==> src/rtl/dcache_port_arb_pkg.sv <==
// dcache_port_arb_pkg: shared arbiter state and D-cache command types.
`ifndef BR_MASK_W
`define BR_MASK_W 8
`endif
package dcache_port_arb_pkg;
    localparam int DC_ADDR_W = 64;
    localparam int DC_DATA_W = 64;
    typedef enum logic {IDLE, STC_WAIT} arb_state_e;
    typedef struct packed {
        logic                 en;
        logic [DC_ADDR_W-1:0] addr;
        logic [DC_DATA_W-1:0] data;
        logic                 stc;
    } dcache_cmd_t;
endpackage

==> src/rtl/dcache_arb_starve_ctr.sv <==
// dcache_arb_starve_ctr: saturating up-counter with synchronous clear.
module dcache_arb_starve_ctr #(
    parameter int W = 4
) (
    input  logic         clk,
    input  logic         rst,
    input  logic         inc,
    input  logic         clr,
    output logic [W-1:0] cnt
);
    always_ff @(posedge clk) begin
        if (rst || clr) cnt <= '0;
        else if (inc && cnt != '1) cnt <= cnt + 1'b1;
    end
endmodule

==> src/rtl/dcache_port_arb.sv <==
// dcache_port_arb: load/store arbiter and stc sequencer for the D-cache request port.
// DCACHE_ARB_STARVE_EN enables the store starvation counter.
module dcache_port_arb
    import dcache_port_arb_pkg::*;
#(
    parameter int ADDR_W       = 64,
    parameter int DATA_W       = 64,
    parameter int STARVE_LIMIT = 8
) (
    input  logic                  clk,
    input  logic                  rst,
    input  logic                  ld_req_i,
    input  logic [ADDR_W-1:0]     ld_addr_i,
    input  logic [`BR_MASK_W-1:0] ld_br_mask_i,
    input  logic                  st_req_i,
    input  logic [ADDR_W-1:0]     st_addr_i,
    input  logic [DATA_W-1:0]     st_data_i,
    input  logic                  st_is_stc_i,
    input  logic                  sq_full_i,
    input  logic                  rob_br_recovery_i,
    input  logic [`BR_MASK_W-1:0] rob_br_tag_fix_i,
    input  logic                  Dcache_mshr_stall_i,
    input  logic                  Dcache_stc_success_i,
    input  logic                  Dcache_stc_fail_i,
    output logic                  ld_gnt_o,
    output logic                  st_gnt_o,
    output logic                  dc_ld_en_o,
    output logic [ADDR_W-1:0]     dc_ld_addr_o,
    output logic                  dc_st_en_o,
    output logic [ADDR_W-1:0]     dc_st_addr_o,
    output logic [DATA_W-1:0]     dc_st_data_o,
    output logic                  dc_stc_flag_o,
    output logic                  stc_done_o,
    output logic                  stc_success_o,
    output logic                  stc_busy_o
);
    if (STARVE_LIMIT < 1 || STARVE_LIMIT > 255) begin : g_bad_limit
        $error("STARVE_LIMIT must be in 1..255");
    end

    arb_state_e        state, state_n;
    dcache_cmd_t       st_cmd;
    logic              ld_elig, st_elig, st_pri, stc_res;
    logic [ADDR_W-1:0] ld_addr_q;
    logic              ld_en_q;

    assign ld_elig = ld_req_i && !(rob_br_recovery_i && |(ld_br_mask_i & rob_br_tag_fix_i));
    assign st_elig = st_req_i && state == IDLE;

`ifdef DCACHE_ARB_STARVE_EN
    localparam int CW = $clog2(STARVE_LIMIT + 1);
    logic [CW-1:0] starve_cnt;

    dcache_arb_starve_ctr #(.W(CW)) u_starve (
        .clk (clk),
        .rst (rst),
        .inc (st_elig && !st_gnt_o),
        .clr (st_gnt_o),
        .cnt (starve_cnt)
    );

    assign st_pri = sq_full_i || starve_cnt >= CW'(STARVE_LIMIT);
`else
    assign st_pri = sq_full_i;
`endif

    // A store also wins whenever no load is eligible.
    assign st_gnt_o = !Dcache_mshr_stall_i && st_elig && (st_pri || !ld_elig);
    assign ld_gnt_o = !Dcache_mshr_stall_i && ld_elig && !st_gnt_o;
    assign stc_res  = state == STC_WAIT && (Dcache_stc_success_i || Dcache_stc_fail_i);

    always_comb begin
        state_n = (state == IDLE) ? ((st_gnt_o && st_is_stc_i) ? STC_WAIT : IDLE)
                                  : (stc_res ? IDLE : STC_WAIT);
    end

    always_ff @(posedge clk) begin
        if (rst) begin
            state         <= IDLE;
            st_cmd        <= '0;
            ld_en_q       <= 1'b0;
            ld_addr_q     <= '0;
            stc_done_o    <= 1'b0;
            stc_success_o <= 1'b0;
        end else begin
            state         <= state_n;
            ld_en_q       <= ld_gnt_o;
            st_cmd.en     <= st_gnt_o;
            stc_done_o    <= stc_res;
            stc_success_o <= stc_res && Dcache_stc_success_i;
            if (ld_gnt_o) ld_addr_q <= ld_addr_i;
            if (st_gnt_o) begin
                st_cmd.addr <= DC_ADDR_W'(st_addr_i);
                st_cmd.data <= DC_DATA_W'(st_data_i);
                st_cmd.stc  <= st_is_stc_i;
            end
        end
    end

    assign dc_ld_en_o    = ld_en_q;
    assign dc_ld_addr_o  = ld_addr_q;
    assign dc_st_en_o    = st_cmd.en;
    assign dc_st_addr_o  = ADDR_W'(st_cmd.addr);
    assign dc_st_data_o  = DATA_W'(st_cmd.data);
    assign dc_stc_flag_o = st_cmd.stc;
    assign stc_busy_o    = state == STC_WAIT;
endmodule

==> config.mk <==
export PLATFORM = sky130hd
export DESIGN_NAME = dcache_port_arb
export DESIGN_NICKNAME = d
export VERILOG_FILES = /design/src/rtl/dcache_port_arb_pkg.sv /design/src/rtl/dcache_arb_starve_ctr.sv /design/src/rtl/dcache_port_arb.sv
export SDC_FILE = /design/constraint.sdc
export NUM_CORES = 1
export LEC_CHECK = 0
export ABC_AREA = 1
export ABC_CLOCK_PERIOD_IN_PS = 1650
export CAP_MARGIN = 0
export CORE_AREA = 2 2 162 164
export CTS_CLUSTER_DIAMETER = 30
export CTS_CLUSTER_SIZE = 10
export DETAILED_ROUTE_END_ITERATION = 8
export DIE_AREA = 0 0 164 166
export GPL_ROUTABILITY_DRIVEN = 0
export PLACE_DENSITY = 0.75
export SLEW_MARGIN = 30
export SYNTH_ARGS = -nofsm -noshare
export SYNTH_HDL_FRONTEND = slang
export SYNTH_HIERARCHICAL = 1
export SYNTH_SLANG_ARGS = --single-unit
==> constraint.sdc <==
create_clock -name clk -period 1.65 [get_ports clk]
set_input_delay 0.4125 -clock clk [delete_from_list [all_inputs] [get_ports clk]]
set_output_delay 0.4125 -clock clk [all_outputs]
set_load 0.01 [all_outputs]
==> out/metrics.csv <==
metric,value,unit
Crit Path Max Fanout,2,
I/O pins,418,
critical-path cell list,inv_2 > nand2_2 > buf_6 > o2111ai_4 > inv_2 > buf_6,
syn nets,1356,
row count,59,
setup TNS,-211,ps
worst setup margin,-104,ps
Chip Height,166,µm
"reg-to-reg slack, setup",30,ps
Congestion Overflow GR,0,
Synth Area per Inst,6.99,µm²
initial core utilization,31.0,%
worst slew pin tran,301,ps
PortBufs,417,
Syn. warnings,6,
final wirelength,26.5,mm
TritonCTS clock tree,done,
final setup fails,4,
r2r startpoint,stc_busy_o$_SDFF_PP0_,
Hold EP,dc_st_data_o[2]$_SDFFE_PP0N_,
hold crit path type,flip-flop to flip-flop,
relative max-transition margin,79.7,%
Crit path arrival time,1340,ps
"EDFF count, synth",0,
final worst path period share,106,%
Fmax,570,MHz
Crit Path Category,flip-flop to output pin,
largest net degree at the start of global routing,66,
drt initial violations,412,
Cell variety after synth,18,
initial antenna violation count,0,
Clock Skew,13.2,ps
CTS root buffer,clkbuf_16,
hold depth,2,
#FFs+latches synth,198,
met1 GRT Util,21.5,%
H-tree Lvls,4,
R2R cell count,11,
"CTS clk-pin slew, worst paths",80,ps
worst hold start,dc_st_data_o[2]$_SDFFE_PP0N_,
post-DR wirelength/cell,13.9,µm
first-pass GRT wire length,40.2,mm
Post-Syn Area,7950,µm²
r2r endpoint,dc_st_addr_o[23]$_SDFFE_PP0N_,
CTS max path bufs,2,
RSZ-0062 raised after global routing,true,
Routed Antenna Nets,0,
"Clk Latency, worst-skew pair",430,ps
CTS sink count,198,
core area,25600,µm²
ranking of synthesized cells by area,"dfxtp_1 (50%), nor2_1 (15%), inv_1 (9.3%)",
Worst EP required,1240,ps
via/cell ratio,4.33,
LEAKAGE,6.71,nW
Period minus WS final,1750,ps
hpwl dp,19.1,mm
TritonCTS Buffers,17,
DRC,0,
TritonRoute pass-1 iters,6,
slowest cell on the critical path,dfxtp_2,
top cell type by total area after synthesis,dfxtp_1,
Place WS,-760,ps
via count,8247,
Post-Layout Cell Count,1906,
Cells after Synth,1138,
vias in the first global route,7734,
Commonest cells post-synth,"nor2_1 (326), dfxtp_1 (198), inv_1 (197)",
status,"finished, violations left",
"FFs w/ async S/R, synth",0,%
grt met3 use,4.80,%
Area Overhead vs Synth,67.7,%
Hold Fails Final Rpt,0,
max incr delay on CP,330,ps
Setup crit end kind,output pin,
ANT cells,0,
maximum vdd ir drop,0.000583,V
pwr/cell area,887,nW/µm²
die width,164,µm
fin nets,1776,
prevailing post-synth register cell,dfxtp_1,
met2 usage,32.9,%
GRT Total Usage,18.7,%
share of layout cells above drive strength 1,9.36,%
"Slew Viols, Final",0,
failing checks,negative setup slack,
placed cells,1865,
Max-Cap Viols,0,
GR peak layer,met2,
die area,27200,µm²
post-layout util,52.1,%
Worst setup SP type,flip-flop,
register area share after synthesis,49.9,%
top cell type's share of synthesized area,49.9,%
most frequent cell after synthesis,nor2_1,
## sequential cells by signal, summed over array words and instances, names as in the netlist
register	flops
dc_ld_en_o	1
dc_st_en_o	1
dc_st_data_o	64
dc_st_addr_o	64
dc_ld_addr_o	64
stc_busy_o	1
stc_done_o	1
dc_stc_flag_o	1
stc_success_o	1
## critical path, delay by kind of cell, from the launching register on
kind,cells,cell delay (ps)
AO/OA/AOI/OAI,1,190
AND/OR/NAND/NOR,1,50
flip-flops,1,330
buffers and inverters,4,340
## kinds of logic after synthesis
family,after synthesis,synth area share [%]
AND/OR/NAND/NOR,541,26.8
buffers and inverters,267,14.9
flip-flops,198,49.9
AO/OA/AOI/OAI,132,8.36
## layer usage
layer	vias to the layer above	wire length (µm)	share of wire, %
li1	4233	-	-
met1	3693	10800	41
met2	273	13100	49
met3	48	1750	6.6
met4	0	838	3.2
met5	-	0	0
## layout by cell type, fill, tap and decap left out, drive strengths merged
master / count
nand3: 66
a21oi: 2
clkdlybuf4s15: 6
dfxtp: 198
o2111ai: 1
clkinvlp: 1
clkinv: 7
buf: 56
nor3b: 1
dlygate4sd2: 200
nor2: 327
inv: 204
nand2: 147
clkbuf: 27
clkdlybuf4s50: 199
o21ai: 129
## where the power goes
part / leakage, nW / switching, mW / internal, mW / total (mW)
clock network: 0.288 / 2.16 / 2.07 / 4.23
registers: 1.63 / 0.146 / 5.10 / 5.24
logic: 4.79 / 1.13 / 1.23 / 2.36
## repair_timing
action,in CTS,in global routing
cloned,3,1
endpoints found under the setup margin,383,156
buffers inserted,3,2
pin swaps,19,17
gates resized for setup,278,100
hold buffers,0,0
## through the flow
stage	power [mW]	hold slack [ps]	area, µm²
after CTS	11.9	477	13200
after floorplan	6.36	477	7950
after detailed placement	7.81	464	12600
after global placement	7.77	453	12600
after global routing	12.4	493	13300
final	11.8	479	13300
## worst max-delay path by stage
stage	start	to	slack [ps]	cells after the start
after global routing	ld_br_mask_i[3]	ld_gnt_o	-170	10
after CTS	stc_busy_o$_SDFF_PP0_	ld_gnt_o	-170	6
final	stc_busy_o$_SDFF_PP0_	ld_gnt_o	-100	6
after global placement	rob_br_tag_fix_i[3]	ld_gnt_o	-730	9
after detailed placement	ld_br_mask_i[1]	ld_gnt_o	-760	9
after floorplan	ld_br_mask_i[3]	ld_gnt_o	70	8
## layout make-up
type / count / area (µm²)
flip-flops and latches: 198 / 3970
clock buffers: 18 / 429
multi-input cells: 673 / 3020
repair buffers: 470 / 4580
well taps: 335 / 419
inverters: 198 / 748
clock inverters: 14 / 174
fillers: 2498 / 12300
No activity file was read; power rests on OpenSTA's default activity.
==> edit (config.mk and constraints unchanged) <==
Build with the macro `DCACHE_ARB_STARVE_EN` defined.
--- a/src/rtl/dcache_port_arb.sv
+++ b/src/rtl/dcache_port_arb.sv
@@ -1,5 +1,7 @@
 // dcache_port_arb: load/store arbiter and stc sequencer for the D-cache request port.
 // DCACHE_ARB_STARVE_EN enables the store starvation counter.
+`define DCACHE_ARB_STARVE_EN
+
 module dcache_port_arb
     import dcache_port_arb_pkg::*;
 #(
Behaviour: no difference found for any inputs over 4 cycles, from zero or initial values and one cycle with rst high; that may be too few to reach the edited logic, so the function may still have changed.
==> edit against the unedited design <==
- the run still ends with setup timing left
- wire length increased by 9.1%
- clock skew increased by 0.012 ns
- sequential cell count increased by 4
- via count increased by 6.9%
- worst setup slack got worse by 0.13 ns
- count of clock-buffer cells in the layout increased by 52
- power increased by 49%
- cell area increased by 9.1%
- synthesized area increased by 1.7%
- critical endpoint unchanged
==> edit: results (changes against the unedited design) <==
Global routing
  • Vias in the first global route: 8717 (+13%)
  • First-pass GRT wire length: 43700 um (+8.8%)
  • Gr ovfl total: 0 (unchanged)
  • Largest net degree at the start of global routing: 74 (+12%)
  • Antenna violations before repair: 2 (+2)
  • All-Layer GR Usage: 0.1992 (+0.01258)

Detailed routing
  • Iteration-0 DRC Markers: 475 (+15%)
  • DRT Wirelength: 28880 um (+9.1%)
  • Via count: 8820 (+6.9%)
  • Number of iterations in the first detailed-routing pass: 5 (-1)
  • Antenna-violating nets left: 0 (unchanged)

Status
  • Status: complete, but fails checks
  • Failing checks: setup timing

STA
  • Final setup margin: -0.2335 ns (-0.1298 ns)
  • Worst-margin pin slew: 0.6932 ns (+0.3923 ns)
  • Endpoints failing setup: 66 (+62)
  • Setup TNS: -4.961 ns (-4.750 ns)
  • Final clock skew: 0.02542 ns (+0.01218 ns)

Worst hold path
  • Hold Path Class: in2reg
  • Worst hold start: st_req_i

Yosys
  • Synth top cells by count: 338 x nor2_1, 202 x dfxtp_1, 198 x inv_1
  • Synth area leaders: dfxtp_1 50%, nor2_1 16%, inv_1 9.2%
  • Yosys warning count: 6 (unchanged)
  • Synth Net Count: 1389 (+2.4%)
  • Distinct cells, synth: 21 (+3)
  • Sequential share of the synthesized area: 0.5002 (+0.001650)
  • Synth async-reset ratio: 0 (unchanged)

Layout
  • Final Net Count: 1837 (+3.4%)
  • Filler Cells Inserted: 2343 (-6.2%)
  • Layout cells sized above 1: 0.09662 (+0.003047)

Clock tree
  • Clk buf depth: 3 (+1)
  • Htree depth: 2 (-2)
  • Later-pin clock latency in the skew report: 0.54 ns (+0.11 ns)
  • Clock buffer count from CTS: 49 (+32)
  • Root Buffer: clkbuf_16
  • Clock transition at path regs: 0.04 ns (-0.04 ns)

Power and ir drop
  • Static Leak: 0.007286 uW (+8.6%)
  • VDD IR max: 1.258 mV (+120%)

Setup path
  • CP Max Fanout: 3 (+1)
  • CP Launch Point: stc_busy_o
  • Arr. time, crit path: 1.47 ns (+0.13 ns)

Placement
  • Number of port buffers: 417 (unchanged)
  • Detailed placer's ending HPWL: 19460 um (+1.9%)
-- edit: logic make-up after synthesis --
group / Yosys count / share of synthesized area
AND/OR/NAND/NOR: 564 / 0.2776
buffers and inverters: 269 / 0.1373
flip-flops: 202 / 0.5002
AO/OA/AOI/OAI: 134 / 0.08341
adder cells (fa/ha/maj): 1 / 0.001547
-- edit: worst paths after layout --
path | slack [ns] | end | depth (start not counted)
min reg2reg | 0.46 | dc_st_data_o[50] | 2
max | -0.23 | ld_gnt_o | 6
min | 0.41 | stc_busy_o | 5
max reg2reg | -0.17 | dc_ld_addr_o[41] | 8
-- edit: routing by layer --
layer	track usage	vias up	share of wire
met5	0	-	0
met4	0.09077	0	0.042
met3	0.07942	95	0.10
met2	0.3460	404	0.47
met1	0.2102	3915	0.38
li1	-	4406	-
-- edit: worst max-delay path, stage by stage (launching register included) --
cell and delay [ns]:
dfxtp_2 0.32, inv_2 0.07, nand2_4 0.06, buf_6 0.12
o2111ai_4 0.20, inv_1 0.05, buf_2 0.14
-- edit: area by class of cell --
| cell class | instances | share of cell area |
|---|---|---|
| antenna | 2 | 0.0003439 |
| clock buffer | 70 | 0.1000 |
| clock inverter | 19 | 0.01935 |
| inverter | 200 | 0.05193 |
| multi-input combinational | 699 | 0.2058 |
| sequential | 202 | 0.2781 |
| tap | 335 | 0.02880 |
| timing repair buffer | 466 | 0.3157 |
-- edit: metrics by stage --
step	setup WS, ns	instance area (um2)	cells
CTS	-0.2668	14360	1986
finish	-0.2335	14550	1993
global route	-0.2937	14550	1993
floorplan	0.02964	8095	1170
detailed placement	-0.7829	12780	1892
global placement	-0.7308	12780	1892
-- edit: timing repair --
item / CTS / global route
pin swaps: 19 / 4
resized for setup: 273 / 22
gates cloned: 1 / 6
setup buffers: 4 / 1
endpoints found under the setup margin: 395 / 208
-- edit: report_power, final --
part | internal [uW] | switching, uW | total (uW)
sequential | 5230 | 155 | 5380
combinational | 1210 | 1130 | 2340
clock | 6990 | 2860 | 9850
total | 13400 | 4140 | 17600
